[src/rtl/image_frame_buffer_pkg.sv]
// img_buf_pkg: default frame geometry and beat-count helpers shared by the frame buffer files
package img_buf_pkg;
  localparam int DEF_IMG_WIDTH  = 30;
  localparam int DEF_IMG_HEIGHT = 30;
  localparam int DEF_IN_WIDTH   = 8;
  localparam int DEF_IMG_BITS   = DEF_IMG_WIDTH * DEF_IMG_HEIGHT;
  typedef logic [DEF_IMG_BITS-1:0] img_t;
  function automatic int calc_beats(input int img_bits, input int in_width);
    return (img_bits + in_width - 1) / in_width;
  endfunction
  function automatic int calc_last_bits(input int img_bits, input int in_width);
    return img_bits - (calc_beats(img_bits, in_width) - 1) * in_width;
  endfunction
endpackage

[src/rtl/image_frame_buffer_bank.sv]
// image_bank: one frame of storage written a beat at a time, read full width
module image_bank #(
  parameter int IMG_BITS  = 900,
  parameter int IN_WIDTH  = 8,
  parameter int BEATS     = 113,
  parameter int LAST_BITS = 4,
  parameter int BEAT_W    = 7
) (
  input  logic                clk,
  input  logic                rst_n,
  input  logic                we,
  input  logic [BEAT_W-1:0]   beat_idx,
  input  logic [IN_WIDTH-1:0] data,
  output logic [IMG_BITS-1:0] q
);
  // each beat owns its own slice; the final slice is narrower and keeps only the low data bits
  for (genvar b = 0; b < BEATS; b++) begin : g_beat
    localparam int W = (b == BEATS - 1) ? LAST_BITS : IN_WIDTH;
    logic [W-1:0] seg_q, seg_d;
    always_comb seg_d = (we && beat_idx == BEAT_W'(b)) ? data[W-1:0] : seg_q;
    always_ff @(posedge clk or negedge rst_n)
      if (!rst_n) seg_q <= '0;
      else seg_q <= seg_d;
    assign q[b*IN_WIDTH +: W] = seg_q;
  end
endmodule

[src/rtl/image_frame_buffer.sv]
// image_frame_buffer: packs input beats into binarised frames held in a ring of frame banks
module image_frame_buffer
  import img_buf_pkg::*;
#(
  parameter int IMG_WIDTH  = DEF_IMG_WIDTH,
  parameter int IMG_HEIGHT = DEF_IMG_HEIGHT,
  parameter int IN_WIDTH   = DEF_IN_WIDTH,
  parameter int NUM_BANKS  = 2,
  localparam int IMG_BITS  = IMG_WIDTH * IMG_HEIGHT,
  localparam int BEATS     = calc_beats(IMG_BITS, IN_WIDTH),
  localparam int LAST_BITS = calc_last_bits(IMG_BITS, IN_WIDTH),
  localparam int BEAT_W    = $clog2(BEATS + 1),
  localparam int BANK_W    = (NUM_BANKS > 1) ? $clog2(NUM_BANKS) : 1
) (
  input  logic                clk,
  input  logic                rst_n,
  input  logic                clear,
  input  logic [IN_WIDTH-1:0] wr_data,
  input  logic                wr_valid,
  output logic                wr_ready,
  output logic                frame_valid,
  output logic [IMG_BITS-1:0] frame_out,
  input  logic                frame_ack,
  output logic [BANK_W:0]     frames_stored,
  output logic [BEAT_W-1:0]   beat_count,
  output logic                overflow
);
  // flag/mux arrays are padded to a power of two so bank pointers index them at full width
  localparam int NB_P2 = 1 << BANK_W;
  logic [NB_P2-1:0]    full_q, full_d;
  logic [BANK_W-1:0]   wr_bank_q, wr_bank_d, rd_bank_q, rd_bank_d;
  logic [BEAT_W-1:0]   beat_q, beat_d;
  logic                ovf_q, ovf_d;
  logic [IMG_BITS-1:0] bank_q [NB_P2];
  logic                accept, ack, last;
  function automatic logic [BANK_W-1:0] nxt(input logic [BANK_W-1:0] p);
    return (p == BANK_W'(NUM_BANKS - 1)) ? '0 : p + BANK_W'(1);
  endfunction
  for (genvar i = 0; i < NB_P2; i++) begin : g_bank
    if (i < NUM_BANKS) begin : g_real
      image_bank #(
        .IMG_BITS(IMG_BITS), .IN_WIDTH(IN_WIDTH), .BEATS(BEATS),
        .LAST_BITS(LAST_BITS), .BEAT_W(BEAT_W)
      ) u_bank (
        .clk(clk), .rst_n(rst_n),
        .we(accept && wr_bank_q == BANK_W'(i)),
        .beat_idx(beat_q), .data(wr_data), .q(bank_q[i])
      );
    end else begin : g_none
      assign bank_q[i] = '0;
    end
  end
  assign wr_ready    = !full_q[wr_bank_q] && !clear;
  assign frame_valid = full_q[rd_bank_q];
  assign frame_out   = bank_q[rd_bank_q];
  assign beat_count  = beat_q;
  assign overflow    = ovf_q;
  assign accept      = wr_valid && wr_ready;
  assign ack         = frame_ack && frame_valid;
  assign last        = beat_q == BEAT_W'(BEATS - 1);
  always_comb begin
    frames_stored = '0;
    for (int n = 0; n < NB_P2; n++) frames_stored += (BANK_W+1)'(full_q[n]);
  end
  // a writing bank is never full and an acked bank always is, so set and clear never collide
  always_comb begin
    full_d    = full_q;
    wr_bank_d = (accept && last) ? nxt(wr_bank_q) : wr_bank_q;
    rd_bank_d = ack ? nxt(rd_bank_q) : rd_bank_q;
    beat_d    = accept ? (last ? '0 : beat_q + BEAT_W'(1)) : beat_q;
    ovf_d     = ovf_q || (wr_valid && !wr_ready);
    if (accept && last) full_d[wr_bank_q] = 1'b1;
    if (ack) full_d[rd_bank_q] = 1'b0;
    if (clear) begin
      full_d    = '0;
      wr_bank_d = '0;
      rd_bank_d = '0;
      beat_d    = '0;
      ovf_d     = 1'b0;
    end
  end
  always_ff @(posedge clk or negedge rst_n)
    if (!rst_n) begin
      full_q    <= '0;
      wr_bank_q <= '0;
      rd_bank_q <= '0;
      beat_q    <= '0;
      ovf_q     <= 1'b0;
    end else begin
      full_q    <= full_d;
      wr_bank_q <= wr_bank_d;
      rd_bank_q <= rd_bank_d;
      beat_q    <= beat_d;
      ovf_q     <= ovf_d;
    end
endmodule

[config.mk]
export PLATFORM = sky130hd
export DESIGN_NAME = image_frame_buffer
export DESIGN_NICKNAME = d
export VERILOG_FILES = /design/src/rtl/image_frame_buffer_pkg.sv /design/src/rtl/image_frame_buffer_bank.sv /design/src/rtl/image_frame_buffer.sv
export SDC_FILE = /design/constraint.sdc
export NUM_CORES = 2
export LEC_CHECK = 0
export CAP_MARGIN = 20
export CORE_MARGIN = 2
export CORE_UTILIZATION = 51
export CTS_CLUSTER_SIZE = 12
export DETAILED_ROUTE_END_ITERATION = 16
export GPL_TIMING_DRIVEN = 0
export PLACE_DENSITY = 0.85
export SYNTH_ARGS = -nofsm -noshare
export SYNTH_HDL_FRONTEND = slang
export SYNTH_SLANG_ARGS = --single-unit
[constraint.sdc]
create_clock -name clk -period 2.26 [get_ports clk]
set_clock_uncertainty 0.2 [all_clocks]
set_input_delay 0.339 -clock clk [delete_from_list [all_inputs] [get_ports clk]]
set_output_delay 0.339 -clock clk [all_outputs]
set_load 0.1 [all_outputs]
# After elaboration in Yosys (flattened, before gate mapping)

Cells that the tools add are included.

Bitwise operators: 5
Add/subtract/negate cells: 4
Mux-type cells: 24
Order comparisons: 5
Equal/unequal tests: 112
Reductions and logical operators: 243

Operator list:

| cell                | number |
|---|---|
| $mux 900            | 3 |
| $eq 7x7->1 const B  | 49 |
| $logic_and 1x1->1   | 235 |
| $eq 7x6->1 const B  | 32 |
| $eq 7x5->1 const B  | 16 |
| $eq 7x4->1 const B  | 8 |
| $eq 7x3->1 const B  | 4 |
| $mux 7              | 3 |
| $eq 7x2->1 const B  | 2 |
| $mux 1              | 13 |
| $add 7x1->7 const B | 1 |
| $eq 7x1->1 const B  | 1 |
| $logic_not 7->1     | 1 |
| $mux 2              | 3 |
| $reduce_bool 2->1   | 3 |
| $lt 1x2->1 const B  | 2 |
| $logic_not 1->1     | 3 |
| $add 1x1->1 const B | 2 |
| $add 1x1->2         | 1 |
| $and 2x2->2         | 1 |
| $demux 1 s1         | 2 |
| $ge 1x1->1 const B  | 2 |
| $ge 2x2->1 const B  | 1 |
| $not 1->2           | 1 |
| other kinds (4)     | 4 |

Register bits: 1812
Output and inout port bits: 912
Input bits: 13

# Depth between registers and ports, before layout

Depth in word-level cells: 10
Depth in mapped cells: 7

# Modules after synthesis

Synthesis repeated with hierarchy kept, for this count alone.

Cells, all modules: 5309
Area total of the unflattened synthesis: 81176.6 um^2

By module, submodules not included:

| module             | area an instance (um^2) | sequential area each (um^2) | cells each | times used |
|---|---|---|---|---|
| image_bank         | 34785.9                 | 22521.6                     | 2117       | 2 |
| image_frame_buffer | 11604.9                 | 300.3                       | 1075       | 1 |

# Worst setup path after synthesis

OpenSTA, ideal clock, no wires.

Kind: reg2reg
Start point: register beat_q[0] (netlist: beat_count[0])
End point: register g_bank[0].g_real.u_bank.g_beat[19].seg_q[0]
Slack: -0.775 ns
Period minus slack after synthesis: 3.035 ns
Stages on the path, launching flop included: 6
Required time: 1.935 ns
Arrival: 2.710 ns
Path through: dfrtp_1 -> ha_1 -> nor3b_1 -> clkbuf_1 -> nand3_1 -> mux2_2

Cells in the longest elaborated chain, start to end: 2

Ends and longest elaborated chain:

| what                   | RTL line                      | source |
|---|---|---|
| start, declared        | image_frame_buffer.sv:32      | `logic [BEAT_W-1:0] beat_q, beat_d;` |
| start signal, assigned | image_frame_buffer.sv:93      | `beat_q <= beat_d;` |
| $eq 7x5->1             | image_frame_buffer_bank.sv:20 | `always_comb seg_d = (we && beat_idx == BEAT_W'(b)) ? data[W-1:0] : seg_q;` |
| $logic_and 1x1->1      | image_frame_buffer_bank.sv:20 |  |
| end signal, assigned   | image_frame_buffer_bank.sv:23 | `else seg_q <= seg_d;` |
| end, declared          | image_frame_buffer_bank.sv:19 | `logic [W-1:0] seg_q, seg_d;` |

No other way between the ends.
A chain may end at the register's enable or synchronous reset.

# Worst setup path in the final report

Start point: register rd_bank_q
End point: output port frame_out[817]

Cells in the longest elaborated chain, start to end: 4

Ends and longest elaborated chain:

| what                                         | RTL line                 | source |
|---|---|---|
| start, declared                              | image_frame_buffer.sv:31 | `logic [BANK_W-1:0] wr_bank_q, wr_bank_d, rd_bank_q, rd_bank_d;` |
| start signal, assigned                       | image_frame_buffer.sv:92 | `rd_bank_q <= rd_bank_d;` |
| $not 1->2 (not written as such)              | image_frame_buffer.sv:55 | `assign frame_out = bank_q[rd_bank_q];` |
| $mux 900 (not written as such) (3 in series) | image_frame_buffer.sv:55 |  |
| end, declared                                | image_frame_buffer.sv:22 | `output logic [IMG_BITS-1:0] frame_out,` |

No other way between the ends. The select of a mux whose other input is x is not followed.

==> out/qor.yml <==
run_status:
  status: "finished, violations left"
  violations: "hold timing, setup timing"
floorplan:
  die_h_um: 400.1
  rows: 145
  dieArea_sq_um: 160100
  start_util_pct: 51.28
  core_area_sq_um: 156000
  io_pins: 925
  die_w_um: 400.1
power_and_ir_drop:
  p_int_mw: 51.69
  switching_share_pct: 28.05
  pwr-share-comb_pct: 11.5
  p_seq_share_pct: 46.2
  clockPowerShare_pct: 42.3
  vdd.ir_drop.worst_v: 0.0007249
  cellPowerDensity_nw_per_um2: 716.9
  p_leak_nw: 51.57
  p_sw_mw: 20.15
drt:
  wirelength_um: 295000
  wl_met1_um: 110500
  drtAntennaViolNets: 0
  drtIter0Drc: 4170
  route.met2.wl_um: 136000
  routedWlPerCell_um: 34.34
  met3_length_um: 28620
  via_per_inst: 6.120
  dr.max_layer_used: "met5"
  post-route-drc-count: 0
  drt-pass1-iter-count: 5
  num_vias: 52570
worst_setup_path:
  reg2reg_to: "g_bank[1].g_real.u_bank.g_beat[78].seg_q[1]$_DFFE_PN0P_"
  crit_family: "buffers and inverters"
  r2r_cells: 6
  crit_path_start_kind: "register"
  path_class: "reg -> out"
  critPathMostFrequentCell: "clkbuf_16"
  rrSetupSlack_ns: -1.06
  path_cells: "clkbuf_16 > clkbuf_16 > buf_4 > mux2_2 > clkdlybuf4s15_2"
  critPathLaunch: "rd_bank_q$_DFFE_PN0P_"
  cp.arrival_ns: 2.94
  required_ns: 1.72
  slowest_stage: "dfrtp_2"
  slowest_delay_ns: 0.51
  path_buf_inv: 4
  endpoint_kind: "output pin"
  critPathMaxFanout: 10
  cp-endpoint: "frame_out[817]"
  cp.depth: 5
  r2r_start: "beat_count[0]$_DFFE_PN0P_"
synthesis:
  synth-async-reset-ratio_pct: 100.0
  syn_area_per_cell_sq_um: 15.28
  yosysWarnings: 0
  ys_ff_latch: 1812
  syn_inst: 5237
  synth_fp_nets: 5255
  synthesis.area_sq_um: 80010
  ys_seq_area_share_pct: 56.67
  synth.distinct_cells: 43
  synthFlopType: "dfrtp_1"
  synth_edf_count: 0
timing:
  finalHoldViolCount: 280
  layout_setup_ws_ns: -1.221
  grt_setup_unrepaired: "yes"
  whs_ns: -0.7224
  tightest_slew_ns: 1.228
  max_slew_margin_pct: 18.11
  setup_viol: 3131
  period_needed_ns: 3.481
  fin_crit_sh_pct: 154.0
  fmax_mhz: 287.3
  slew_viol_final: 0
finish:
  num-fill-cells: 11081
  areaGrowthSynthToFinish_pct: 25.24
  seq_area_sq_um: 45370
  drive_above_1_share_pct: 65.61
  final_nets: 6422
  multi_input_area_sq_um: 35700
global_route:
  grt_overflow: 0
  grt_pass1_vias: 55595
  grt_pass1_wl_um: 413400
  grt_max_degree: 197
  track_usage_pct: 36.32
  antenna_found_initial: 12
clocking:
  numCtsBuffers: 187
  cts_buffer_depth: 3
  cts_tree: "built"
  clk_latency_ns: 0.82
  cts_max_level: 4
  clkTransAtPathRegs_ns: 0.06
  clock-root-buffer: "clkbuf_16"
  cts.sinks: 1812
place:
  gp_congestion: 0.8949
  place_hpwl_um: 206400
  io_buffers: 916
  post-place-ws_ns: -3.123
job:
  cap_viol_max_count: 0
hold_path:
  min_path_type: "in -> async"
==> cell usage in the layout (no fill, tap or decap), types with 8 or more instances in the layout <==
| cell type | synthesis | routed |
|---|---|---|
| nand3_2 | 0 | 34 |
| clkdlybuf4s15_2 | 0 | 163 |
| buf_8 | 0 | 34 |
| nand3_1 | 120 | 68 |
| and3b_1 | 11 | 11 |
| clkinv_2 | 0 | 10 |
| buf_4 | 0 | 70 |
| buf_12 | 0 | 74 |
| clkbuf_4 | 0 | 22 |
| mux2_4 | 0 | 453 |
| nand3b_1 | 11 | 11 |
| nor3_4 | 37 | 106 |
| clkbuf_8 | 0 | 40 |
| clkbuf_1 | 344 | 264 |
| clkdlybuf4s50_1 | 0 | 15 |
| clkbuf_2 | 0 | 174 |
| buf_6 | 6 | 67 |
| buf_2 | 32 | 489 |
| dfrtp_1 | 1812 | 1804 |
| clkbuf_16 | 0 | 207 |
| buf_16 | 0 | 20 |
| nand3_4 | 0 | 18 |
| nor3_2 | 76 | 8 |
| mux2_2 | 2703 | 2250 |
==> cell usage after synthesis, types with 4 or more instances <==
cell type	n	share of area, %
nor3_2	76	0.95
mux2_2	2703	38
and3b_1	11	0.12
nor3b_1	7	0.066
nor2_1	4	0.019
o311ai_0	4	0.044
clkbuf_1	344	1.6
buf_2	32	0.20
dfrtp_1	1812	57
nand3b_1	11	0.10
and3_1	4	0.031
nand3_1	120	0.75
inv_1	6	0.028
o211ai_1	4	0.038
nor3_4	37	0.75
buf_1	12	0.056
nor2b_1	4	0.031
buf_6	6	0.084
ha_1	5	0.078
==> repair_timing <==
item,CTS,global route
pin swaps,2,0
endpoints found under the hold margin,266,136
gates cloned,2,3
setup endpoints to repair,3419,3447
buffers inserted,7,11
gates resized for setup,2650,1894
==> metal layers <==
metal	vias up	track usage, %
li1	21183	-
met1	28075	44.28
met2	2577	56.82
met3	725	11.53
met4	10	21.22
met5	-	0
==> state kept, by name (all words and copies together), names as in the netlist <==
name                               cells
full_q                                 2
wr_bank_q                              1
overflow                               1
beat_count                             7
g_bank.g_real.u_bank.g_beat.seg_q   1800
rd_bank_q                              1
==> through the flow <==
stage                     utilization, %  std cells  TNS (ns)  cell area, sq um  power, mW
after detailed placement           61.40       8272  -5337.78             95800      42.27
after floorplan                        -       5237   -273.28             82730      38.98
after global placement             60.55       8211         -             94480      41.72
final                              64.23       8590  -2208.54            100200      71.84
after global routing               64.22       8585  -2533.84            100200      73.53
after CTS                          66.03       8588  -2837.15            103000      71.95
==> worst min path at each step <==
stage          slack, ns                                                    start                                                       end
6_report           -0.72                                                    rst_n   g_bank[1].g_real.u_bank.g_beat[27].seg_q[2]$_DFFE_PN0P_
5_1_grt            -0.69                                                    rst_n  g_bank[0].g_real.u_bank.g_beat[108].seg_q[0]$_DFFE_PN0P_
4_1_cts            -0.73                                                    rst_n   g_bank[0].g_real.u_bank.g_beat[27].seg_q[2]$_DFFE_PN0P_
3_5_place_dp        0.15                                                    rst_n   g_bank[1].g_real.u_bank.g_beat[27].seg_q[2]$_DFFE_PN0P_
3_3_place_gp        0.28  g_bank[1].g_real.u_bank.g_beat[99].seg_q[2]$_DFFE_PN0P_   g_bank[1].g_real.u_bank.g_beat[99].seg_q[2]$_DFFE_PN0P_
2_1_floorplan      -0.16                                                    rst_n                                       full_q[0]$_DFF_PN0_
==> power by group through the flow <==
stage | logic, mW | clock network [mW] | registers, mW
2_1_floorplan | 5.26 | 0 | 33.7
3_3_place_gp | 7.85 | 0 | 33.9
3_5_place_dp | 8.49 | 0 | 33.8
4_1_cts | 8.34 | 30.4 | 33.2
5_1_grt | 8.46 | 31.8 | 33.2
6_report | 8.24 | 30.4 | 33.2
==> cells by family after synthesis <==
logic type	count (synthesis)	synth area share (%)
mux	2704	38.05
flops	1812	56.67
buf+inv	400	1.983
simple gates	293	3.004
compound gates	23	0.2095
fa+ha+maj	5	0.07819
==> final cells by class <==
| type | count | area share [%] |
|---|---|---|
| timing repair buffer | 980 | 8.098 |
| multi-input combinational | 3025 | 35.62 |
| inverter | 6 | 0.02247 |
| buffer | 392 | 2.532 |
| clock buffer | 280 | 5.445 |
| sequential | 1812 | 45.28 |
| antenna | 6 | 0.01498 |
| clock inverter | 31 | 0.4170 |
| tap | 2058 | 2.570 |
No activity file was read; power rests on OpenSTA's default activity.
